File: src/rtl/mul_pkg.sv
// Shared types and sizing helpers for the shift-add multiplier.
package mul_pkg;

    typedef enum logic [1:0] {
        ST_IDLE = 2'd0,
        ST_RUN  = 2'd1,
        ST_DONE = 2'd2
    } state_e;

    // Cycles from the accepting start edge to the edge that raises done.
    function automatic int unsigned mul_latency(input int unsigned w);
        return w + 1;
    endfunction

    function automatic int unsigned cnt_width(input int unsigned w);
        return $clog2(w + 1);
    endfunction

endpackage

File: src/rtl/cond_negate.sv
// Combinational conditional two's-complement negation.
module cond_negate #(
    parameter int unsigned W = 8
) (
    input  logic [W-1:0] x_i,
    input  logic         neg_i,
    output logic [W-1:0] y_c_o
);

    assign y_c_o = neg_i ? (~x_i + W'(1)) : x_i;

endmodule

File: src/rtl/shift_add_multiplier.sv
// Sequential shift-add multiplier: one WIDTH-bit add per cycle, fixed WIDTH+1 latency,
// sign handled by negating operands to magnitudes and negating the final product.
module shift_add_multiplier
    import mul_pkg::*;
#(
    parameter int unsigned WIDTH = 5
) (
    input  logic               clk,
    input  logic               rst,
    input  logic               start,
    input  logic [WIDTH-1:0]   a,
    input  logic [WIDTH-1:0]   b,
    input  logic               signed_mode,
    output logic               busy,
    output logic               done,
    output logic [2*WIDTH-1:0] product
);

    localparam int unsigned PW = 2 * WIDTH;
    localparam int unsigned CW = cnt_width(WIDTH);

    state_e           state_q, state_d;
    logic             busy_q, busy_d;
    logic             done_q, done_d;
    logic [PW-1:0]    prod_q, prod_d;
    logic [WIDTH-1:0] acc_q, acc_d;
    logic [WIDTH-1:0] mplr_q, mplr_d;
    logic [WIDTH-1:0] mcand_q, mcand_d;
    logic [CW-1:0]    cnt_q, cnt_d;
    logic             sign_q, sign_d;

    logic [WIDTH-1:0] mag_a_c, mag_b_c;
    logic [PW-1:0]    res_c;
    logic [WIDTH:0]   sum_c;

    cond_negate #(.W(WIDTH)) u_neg_a (
        .x_i   (a),
        .neg_i (signed_mode & a[WIDTH-1]),
        .y_c_o (mag_a_c)
    );

    cond_negate #(.W(WIDTH)) u_neg_b (
        .x_i   (b),
        .neg_i (signed_mode & b[WIDTH-1]),
        .y_c_o (mag_b_c)
    );

    cond_negate #(.W(PW)) u_neg_p (
        .x_i   ({acc_q, mplr_q}),
        .neg_i (sign_q),
        .y_c_o (res_c)
    );

    // Single WIDTH-bit adder; the carry lands in sum_c[WIDTH] and is shifted back in.
    assign sum_c = {1'b0, acc_q} + (mplr_q[0] ? {1'b0, mcand_q} : (WIDTH+1)'(0));

    always_comb begin
        state_d = state_q;
        done_d  = 1'b0;
        prod_d  = prod_q;
        acc_d   = acc_q;
        mplr_d  = mplr_q;
        mcand_d = mcand_q;
        cnt_d   = cnt_q;
        sign_d  = sign_q;

        case (state_q)
            ST_RUN: begin
                acc_d  = sum_c[WIDTH:1];
                mplr_d = {sum_c[0], mplr_q[WIDTH-1:1]};
                cnt_d  = cnt_q - CW'(1);
                if (cnt_q == CW'(1)) begin
                    state_d = ST_DONE;
                end
            end
            ST_DONE: begin
                prod_d  = res_c;
                done_d  = 1'b1;
                state_d = ST_IDLE;
            end
            default: begin
                // Unused encoding 2'd3 behaves as IDLE.
                state_d = ST_IDLE;
                if (start) begin
                    acc_d   = '0;
                    mplr_d  = mag_b_c;
                    mcand_d = mag_a_c;
                    sign_d  = signed_mode & (a[WIDTH-1] ^ b[WIDTH-1]);
                    cnt_d   = CW'(WIDTH);
                    state_d = ST_RUN;
                end
            end
        endcase

        busy_d = (state_d != ST_IDLE);
    end

    always_ff @(posedge clk or posedge rst) begin
        if (rst) begin
            state_q <= ST_IDLE;
            busy_q  <= 1'b0;
            done_q  <= 1'b0;
            prod_q  <= '0;
            acc_q   <= '0;
            mplr_q  <= '0;
            mcand_q <= '0;
            cnt_q   <= '0;
            sign_q  <= 1'b0;
        end else begin
            state_q <= state_d;
            busy_q  <= busy_d;
            done_q  <= done_d;
            prod_q  <= prod_d;
            acc_q   <= acc_d;
            mplr_q  <= mplr_d;
            mcand_q <= mcand_d;
            cnt_q   <= cnt_d;
            sign_q  <= sign_d;
        end
    end

    assign busy    = busy_q;
    assign done    = done_q;
    assign product = prod_q;

endmodule

File: config.mk
export PLATFORM = sky130hd
export DESIGN_NAME = shift_add_multiplier
export DESIGN_NICKNAME = d
export VERILOG_FILES = /design/src/rtl/mul_pkg.sv /design/src/rtl/cond_negate.sv /design/src/rtl/shift_add_multiplier.sv
export SDC_FILE = /design/constraint.sdc
export NUM_CORES = 1
export LEC_CHECK = 0
export CORE_ASPECT_RATIO = 1.25
export CORE_MARGIN = 4
export CORE_UTILIZATION = 50
export CTS_BUF_LIST = sky130_fd_sc_hd__clkbuf_16
export DETAILED_ROUTE_END_ITERATION = 8
export GPL_TIMING_DRIVEN = 0
export PLACE_DENSITY = 0.76
export SETUP_SLACK_MARGIN = 0.4
export SKIP_CTS_REPAIR_TIMING = 1
export SYNTH_ARGS = -nofsm -noshare
export SYNTH_HDL_FRONTEND = slang
export SYNTH_HIERARCHICAL = 1
export SYNTH_SLANG_ARGS = --single-unit
File: constraint.sdc
create_clock -name clk -period 1.75 [get_ports clk]
set_input_delay 0.525 -clock clk [delete_from_list [all_inputs] [get_ports clk]]
set_output_delay 0.525 -clock clk [all_outputs]
set_load 0.01 [all_outputs]
Yosys cells after proc, flatten, opt, wreduce, memory -nomap -nowiden

Cells that the tools add are included.

Multiplexer cells: 14
Add/subtract/negate cells: 5
Eq/ne operators: 3
Reductions and logical operators: 5
Bitwise gates (word level): 9

Operator list:

| cell                  | count |
|---|---|
| $mux 5                | 5 |
| $pmux 5 s2            | 2 |
| $add 10x1->10 const B | 1 |
| $add 5x1->5 const B   | 2 |
| $mux 10               | 1 |
| $not 10->10           | 1 |
| $not 5->5             | 2 |
| $add 5x5->6           | 1 |
| $pmux 3 s2            | 1 |
| $pmux 2 s2            | 1 |
| $reduce_and 2->1      | 2 |
| $reduce_bool 2->1     | 2 |
| $and 1x1->1           | 3 |
| $eq 3x1->1 const B    | 1 |
| $mux 3                | 1 |
| $sub 3x1->3 const B   | 1 |
| $eq 2x1->1 const B    | 1 |
| $eq 2x2->1 const B    | 1 |
| $mux 1                | 2 |
| $mux 2                | 1 |
| $not 1->1             | 2 |
| $reduce_or 2->1       | 1 |
| $xor 1x1->1           | 1 |

Output and inout port bits: 12
Register bits: 33
Logic and storage cells: 45
Input port bits: 14

Longest topological paths before layout

Gate-level depths: netlist of the first run.

Depth after elaboration: 5
Mapped depth: 7
Gate-level depth less buffers: 6

Hierarchy

The synthesis of the first run kept the hierarchy.

By module, submodules not included:

| module                    | sequential area each (um^2) | cells each | area each (um^2) | instances |
|---|---|---|---|---|
| shift_add_multiplier      | 825.8                       | 132        | 1594.0           | 1 |
| cond_negate (u_neg_a ...) | 0.0                         | 15         | 111.4            | 2 |
| cond_negate (u_neg_p)     | 0.0                         | 26         | 201.4            | 1 |

Least setup slack after synthesis of the first run

No wires, ideal clock.

Path kind: register to register
Start point: register mplr_q[0]
End point: register prod_q[6] (netlist: product[6])
Data arrival time: 1654 ps
Period minus slack after synthesis: 1779 ps
Buffers on the path: 0
Slack: -29 ps
Required time: 1625 ps
Stages on the path, launching flop included: 7
Setup time: 125 ps
Cells stage by stage: dfrtp_1 -> inv_1 -> ha_1 -> or3b_2 -> o31ai_1 -> xnor2_1 -> mux2_2

Cells in the longest elaborated chain, start to end: 3

RTL lines:

| item                     | line                        | RTL |
|---|---|---|
| start: declaration       | shift_add_multiplier.sv:27  | `logic [WIDTH-1:0] mplr_q, mplr_d;` |
| start signal: assignment | shift_add_multiplier.sv:115 | `mplr_q <= mplr_d;` |
| $not 10->10              | cond_negate.sv:10           | `assign y_c_o = neg_i ? (~x_i + W'(1)) : x_i;` |
| $add 10x1->10            | cond_negate.sv:10           |  |
| $mux 10                  | cond_negate.sv:10           |  |
| via res_c[6]             | shift_add_multiplier.sv:33  | `logic [PW-1:0] res_c;` |
| end signal: assignment   | shift_add_multiplier.sv:113 | `prod_q <= prod_d;` |
| end: declaration         | shift_add_multiplier.sv:25  | `logic [PW-1:0] prod_q, prod_d;` |

The timed path passes the listed nets, and every way through them passes these cells.
A chain may end at the register's enable or synchronous reset.

Final worst setup path of the first run

Start point: register mplr_q[0]
End point: register prod_q[5] (netlist: product[5])

Same word-level chain as after synthesis.

==> results of run 1 <==
## worst paths after layout
kind	start	end	slack (ns)	cells after the start
hold / removal	sign_q	sign_q	0.48	2
max in group asynchronous	rst	acc_q[0]	0.81	3
min in group asynchronous	rst	acc_q[3]	0.51	2
setup / recovery	mplr_q[0]	product[5]	-0.04	6
setup reg to reg	mplr_q[0]	product[5]	-0.04	6
hold reg to reg	sign_q	sign_q	0.48	2
## registers in the layout, summed over array words and instances, names as in the netlist
signal   count
acc_q        5
mplr_q       5
state_q      2
cnt_q        3
busy         1
sign_q       1
mcand_q      5
done         1
product     10
## cell usage in the layout (no fill, tap or decap), drive strengths merged, types with 3 or more instances in the layout
cell type,instances
a21oi,3
a22oi,5
and2,7
buf,36
clkbuf,17
dfrtp,33
dlymetal6s2s,14
ha,12
inv,12
mux2,15
nand2,16
nand2b,9
nor2,3
nor2b,4
o21ai,16
o31ai,6
xnor2,13
## metrics by stage
stage               power (mW)  worst slack [ns]  utilization
finish                    4.16           -0.0420        0.771
floorplan                 2.26            0.0656            -
detailed placement        2.76            -0.382        0.618
global placement          2.64            -0.328        0.618
global route              4.41           -0.0677        0.771
CTS                       3.55           -0.0890        0.652
## tightest hold or removal path: cells and delay by family, from the launching register on
kind,cells,cell delay [ns]
AOI/OAI and AO/OA,1,0.05
DFF,1,0.34
and+or+nand+nor,1,0.05
## area by class of cell
type	count	area [um^2]
inverter	12	45.0
fill	251	881
multi-input combinational	135	1290
sequential	33	832
tap	54	67.6
clock buffer	5	125
clock inverter	2	7.51
buffer	8	83.8
timing repair buffer	55	513
## logic make-up (layout without fill, tap and decap cells)
| logic type | Yosys count | after routing |
|---|---|---|
| compound gates | 42 | 42 |
| mux | 15 | 15 |
| fa+ha+maj | 13 | 13 |
| flops | 33 | 33 |
| simple gates | 51 | 51 |
| xor+xnor | 14 | 14 |
| buf+inv | 20 | 82 |
## metal layers
metal | share of wire | track usage | vias up | wire length, um
li1 | - | - | 789 | -
met1 | 0.41 | 0.199 | 833 | 2070
met2 | 0.53 | 0.297 | 49 | 2680
met3 | 0.040 | 0.0410 | 18 | 204
met4 | 0.029 | 0.0782 | 0 | 150
met5 | 0 | 0 | - | 0
## power by group through the flow
stage	Sequential [mW]	Clock, mW	Combinational, mW
5_1_grt	1.37	0.858	2.18
2_1_floorplan	1.30	0	0.957
3_3_place_gp	1.30	0	1.33
6_report	1.34	0.802	2.02
3_5_place_dp	1.34	0	1.42
4_1_cts	1.32	0.804	1.43
==> out/results.ini, run 1 <==
[critical_path]
critical_path_class = reg -> reg
worst_path_dominant_cell_family = simple AND/OR/NAND/NOR gates
critical_path_required_ns = 1.91
critical_path.endpoint_type = flop
worst_ep_arrival_time_ns = 1.95
crit_path_top_delay_cell = sky130_fd_sc_hd__or4_4
path_cells = buf_6 -> or4_4 -> buf_4 -> o21ai_2 -> xnor2_1 -> mux2_2
crit_path_start_kind = flop
critPathMaxFanout = 6
critPathBufInv = 2
slowest_delay_ns = 0.47

[floorplanning]
fp-row-count = 25
fp.dieH_um = 79.0
fp.coreArea_mm2 = 0.00385
fp.dieW_um = 64.8
io-pin-count = 26
initial_core_util = 0.525
die_area_mm2 = 0.00512

[drt]
wl_per_cell_um = 16.8
drtPass1Iterations = 4
drc_errors = 0
antenna_left = 0
drt_iter0_drc = 57
routed_vias_inst = 5.56
routed_wl_um = 5110
route.vias.total = 1689

[clock_tree]
cts.path.max_buffers = 2
root_buf_cell = sky130_fd_sc_hd__clkbuf_16
clkSlewWorstSetupHoldPaths_ns = 0.05
cts.sink_count = 33
h-tree-depth = 2
cts-buffers-inserted = 5
clock_insertion_delay_worst_skew_ns = 0.28
clock_tree_from_tritoncts = yes

[yosys]
synth_cell_types = 42
count_of_flip_flops_with_a_built_in_enable_after_synthesis = 0
synth_adder_area_share = 0.0843
yosysWarnings = 6
postSynthAreaPerCell_um2 = 10.7
netlist_top_cells_area = sky130_fd_sc_hd__dfrtp_1 (41%), sky130_fd_sc_hd__mux2_2 (8.4%), sky130_fd_sc_hd__ha_1 (7.4%)
syn-num-nets = 215
netlist_instances = 188
synth-compound-area-share = 0.161
cell_types_with_the_highest_counts_after_synthesis = sky130_fd_sc_hd__dfrtp_1 (33), sky130_fd_sc_hd__nand2_1 (16), sky130_fd_sc_hd__o21ai_0 (16)
synth.mux.area_fraction = 0.0837
synth_seq_area_share = 0.409
async_reset_ff_frac = 1.00
synth_largest_area_cell = sky130_fd_sc_hd__dfrtp_1
synth_flop_type = sky130_fd_sc_hd__dfrtp_1
yosys.area_share.xor_xnor = 0.0608
synthDominantCellAreaShare = 0.409
post-synth-top-count-cell = sky130_fd_sc_hd__dfrtp_1
synth_top_family_by_area = compound AO/OA/AOI/OAI gates
synthesized_cell_area_mm2 = 0.00202
yosys.area_share.simple = 0.149
ys_seq_elements = 33

[pwr]
share_of_total_power_consumed_by_net_switching = 0.366
ir_drop_mv = 0.589
p_sw_mw = 1.52
power.sequential.fraction = 0.322
power.internal_mw = 2.64
cellLeakagePower_nw = 1.46
combinationalPowerShare = 0.485
areal_power_density_over_the_cells_mw_per_mm2 = 1400
power_frac_clock = 0.193

[timing]
whs_ns = 0.482
final.setup.worst_slack_ns = -0.0420
setup_viol = 4
fmax_ghz = 0.558
grt_setup_unrepaired = yes
tightestPinTransition_ns = 0.426
hold_violations_final = 0
slew_viol_final = 0
finClkSkew_ns = 0.00428
period_needed_ns = 1.79
totalNegativeSetupSlack_ns = -0.119
layout_worst_path_cycle_share = 1.02
timing.slew.headroom = 0.714

[place]
placedCellCount = 267
io_buffer_count = 25
dpl.hpwl_um = 3100
placed_area_mm2 = 0.00238
finalWeightedCongestion = 0.757

[grt]
grt-ovfl-total = 0
grt_pass1_vias = 1495
grt_antenna_before_repair = 0
globalRouteTotalUtil = 0.172
grt_start_max_net_pins = 34
grt_first_pass_wirelength_um = 6840

[hold_path]
hp-class = reg -> reg

[final_layout]
instances_no_fill = 304
antenna-diode-count = 0
flow.area_growth_from_synthesis_pct = 47.0
drive_gt1_frac = 0.456
post-route-cell-area_mm2 = 0.00297
nNetsFinal = 277

[flow_run]
drv_cap = 0

[outcome]
failing_checks = setup timing
run_status = finished with violations

Power figures use the tool's default switching activity.
==> run 2, diff against run 1 <==
Settings changed: CAP_MARGIN set to 20, GPL_ROUTABILITY_DRIVEN set to 0.
==> run 2 against run 1 <==
The flow still finishes with violations (setup timing). Sequential power barely moved. Cell area is 5.9% lower. Clock power up 1%. Cell count is 5.3% lower. Total power fell by 5.5%. Utilization is 4.5 points lower. Hold slack better by 0.0034 ns. Register-to-register slack worse by 0.02 ns. Combinational power shrank 12%. Via count fell by 5.6%. Routed wire length shrank 6.1%. Largest power group unchanged.
==> out/results.ini, run 2 (synthesis results as in run 1) <==
[outcome]
run_status = finished with violations  ; unchanged
failing_checks = setup timing  ; unchanged

[pwr]
ir_drop_mv = 0.562  ; was 0.589 mV
share_of_total_power_consumed_by_net_switching = 0.365  ; was 0.366
power_frac_clock = 0.206  ; was 0.193
cellLeakagePower_nw = 1.36  ; was 1.46 nW
power.sequential.fraction = 0.342  ; was 0.322
power.internal_mw = 2.50  ; was 2.64 mW
areal_power_density_over_the_cells_mw_per_mm2 = 1410  ; was 1400 mW/mm^2
p_sw_mw = 1.43  ; was 1.52 mW
combinationalPowerShare = 0.452  ; was 0.485

[timing]
fmax_ghz = 0.551  ; was 0.558 GHz
tightestPinTransition_ns = 0.385  ; was 0.426 ns
hold_violations_final = 0  ; unchanged
period_needed_ns = 1.82  ; was 1.79 ns
final.setup.worst_slack_ns = -0.0658  ; was -0.0420 ns
slew_viol_final = 0  ; unchanged
grt_setup_unrepaired = yes  ; unchanged
layout_worst_path_cycle_share = 1.04  ; was 1.02
whs_ns = 0.485  ; was 0.482 ns
finClkSkew_ns = 0.00153  ; was 0.00428 ns
timing.slew.headroom = 0.743  ; was 0.714
setup_viol = 4  ; unchanged

[final_layout]
largest_register_ff_count = 10  ; unchanged
layout.cells.most_common = sky130_fd_sc_hd__dfrtp_1  ; unchanged
instances_no_fill = 288  ; was 304
layout.cells.most_common_list = sky130_fd_sc_hd__dfrtp_1 (28), sky130_fd_sc_hd__dlymetal6s2s_1 (14), sky130_fd_sc_hd__buf_4 (14)  ; was sky130_fd_sc_hd__dfrtp_1 (28), sky130_fd_sc_hd__buf_4 (27), sky130_fd_sc_hd__dlymetal6s2s_1 (14)
flow.area_growth_from_synthesis_pct = 38.4  ; was 47.0%
nNetsFinal = 261  ; was 277
antenna-diode-count = 0  ; unchanged
drive_gt1_frac = 0.423  ; was 0.456

[grt]
grt_start_max_net_pins = 26  ; was 34
grt_pass1_vias = 1554  ; was 1495
globalRouteTotalUtil = 0.173  ; was 0.172
grt_antenna_before_repair = 0  ; unchanged
grt-ovfl-total = 0  ; unchanged
grt_first_pass_wirelength_um = 6880  ; was 6840 um

[floorplanning]
fp.coreArea_mm2 = 0.00385  ; unchanged
initial_core_util = 0.525  ; unchanged
die_area_mm2 = 0.00512  ; unchanged
io-pin-count = 26  ; unchanged
fp-row-count = 25  ; unchanged
fp.dieW_um = 64.8  ; unchanged
fp.dieH_um = 79.0  ; unchanged

[place]
dpl.hpwl_um = 3090  ; was 3100 um
detailedPlace.worstSlack_ns = -0.216  ; was -0.382 ns
io_buffer_count = 25  ; unchanged
placedCellCount = 268  ; was 267

[drt]
antenna_left = 0  ; unchanged
drt_iter0_drc = 87  ; was 57
route.vias.total = 1595  ; was 1689
routed_wl_um = 4790  ; was 5110 um
wl_per_cell_um = 16.6  ; was 16.8 um
drtPass1Iterations = 5  ; was 4
routed_vias_inst = 5.54  ; was 5.56
drc_errors = 0  ; unchanged

[clock_tree]
cts.path.max_buffers = 2  ; unchanged
clock_insertion_delay_worst_skew_ns = 0.28  ; about the same
clock_tree_from_tritoncts = yes  ; unchanged
clkSlewWorstSetupHoldPaths_ns = 0.05  ; about the same
h-tree-depth = 2  ; unchanged
root_buf_cell = sky130_fd_sc_hd__clkbuf_16  ; unchanged
cts.sink_count = 33  ; unchanged
cts-buffers-inserted = 5  ; unchanged

[critical_path]
worst_ep_arrival_time_ns = 1.97  ; was 1.95 ns
critical_path.endpoint_type = flop  ; unchanged
crit_path_start_kind = flop  ; unchanged
critical_path_class = reg -> reg  ; unchanged
critPathMaxFanout = 7  ; was 6
critical_path_required_ns = 1.90  ; was 1.91 ns

[flow_run]
drv_cap = 0  ; unchanged

[hold_path]
hp-class = reg -> reg  ; unchanged

run 2: changes by cell type in the layout (fill, tap and decap cells not counted), moves of 2 or more:
cell / delta
sky130_fd_sc_hd__mux2_2: +3
sky130_fd_sc_hd__buf_6: -2
sky130_fd_sc_hd__a21oi_1: -2
sky130_fd_sc_hd__buf_4: -13
sky130_fd_sc_hd__a21oi_2: +2
sky130_fd_sc_hd__mux2_4: -3
run 2: critical path, cell delays in order, from the launching register on:
cell and delay, ns:
sky130_fd_sc_hd__dfrtp_2 0.45, sky130_fd_sc_hd__and2_1 0.20, sky130_fd_sc_hd__ha_1 0.29, sky130_fd_sc_hd__a21o_1 0.21, sky130_fd_sc_hd__a21o_1 0.23, sky130_fd_sc_hd__a221o_1 0.32
run 2: layout make-up:
type / instances / area (um^2)
inverter: 12 / 45.0
fill: 272 / 1050
multi-input combinational: 135 / 1270
sequential: 33 / 832
clock inverter: 2 / 7.51
tap: 54 / 67.6
timing repair buffer: 39 / 360
clock buffer: 5 / 125
buffer: 8 / 83.8
run 2: metrics by stage:
| step | utilization | total power [mW] | setup TNS (ns) | area (um^2) |
|---|---|---|---|---|
| after CTS | 0.657 | 3.56 | -0.311 | 2530 |
| after detailed placement | 0.623 | 2.75 | -1.72 | 2400 |
| after floorplan | - | 2.26 | 0 | 2060 |
| after global routing | 0.726 | 4.15 | -0.351 | 2790 |
| final | 0.726 | 3.93 | -0.126 | 2790 |
| after global placement | 0.618 | 2.64 | -8.99 | 2380 |
run 2: power groups by stage:
stage | Clock (mW) | Combinational, mW | Sequential, mW
detailed placement | 0 | 1.42 | 1.33
finish | 0.810 | 1.78 | 1.34
global placement | 0 | 1.33 | 1.30
global route | 0.850 | 1.92 | 1.38
CTS | 0.806 | 1.43 | 1.32
floorplan | 0 | 0.957 | 1.30
run 2: worst paths after layout:
path / startpoint / endpoint / slack, ns / cells past startpoint
setup / recovery: mplr_q[0] / acc_q[2] / -0.07 / 5
min in group asynchronous: rst / cnt_q[0] / 0.53 / 2
setup reg to reg: mplr_q[0] / acc_q[2] / -0.07 / 5
hold / removal: sign_q / sign_q / 0.49 / 2
max in group asynchronous: rst / mplr_q[2] / 0.75 / 3
hold reg to reg: sign_q / sign_q / 0.49 / 2
run 2: layer usage:
| layer | share of wire | track usage |
|---|---|---|
| met1 | 0.39 | 0.192 |
| met2 | 0.56 | 0.315 |
| met4 | 0.018 | 0.0740 |
| met5 | 0 | 0 |
| met3 | 0.037 | 0.0368 |
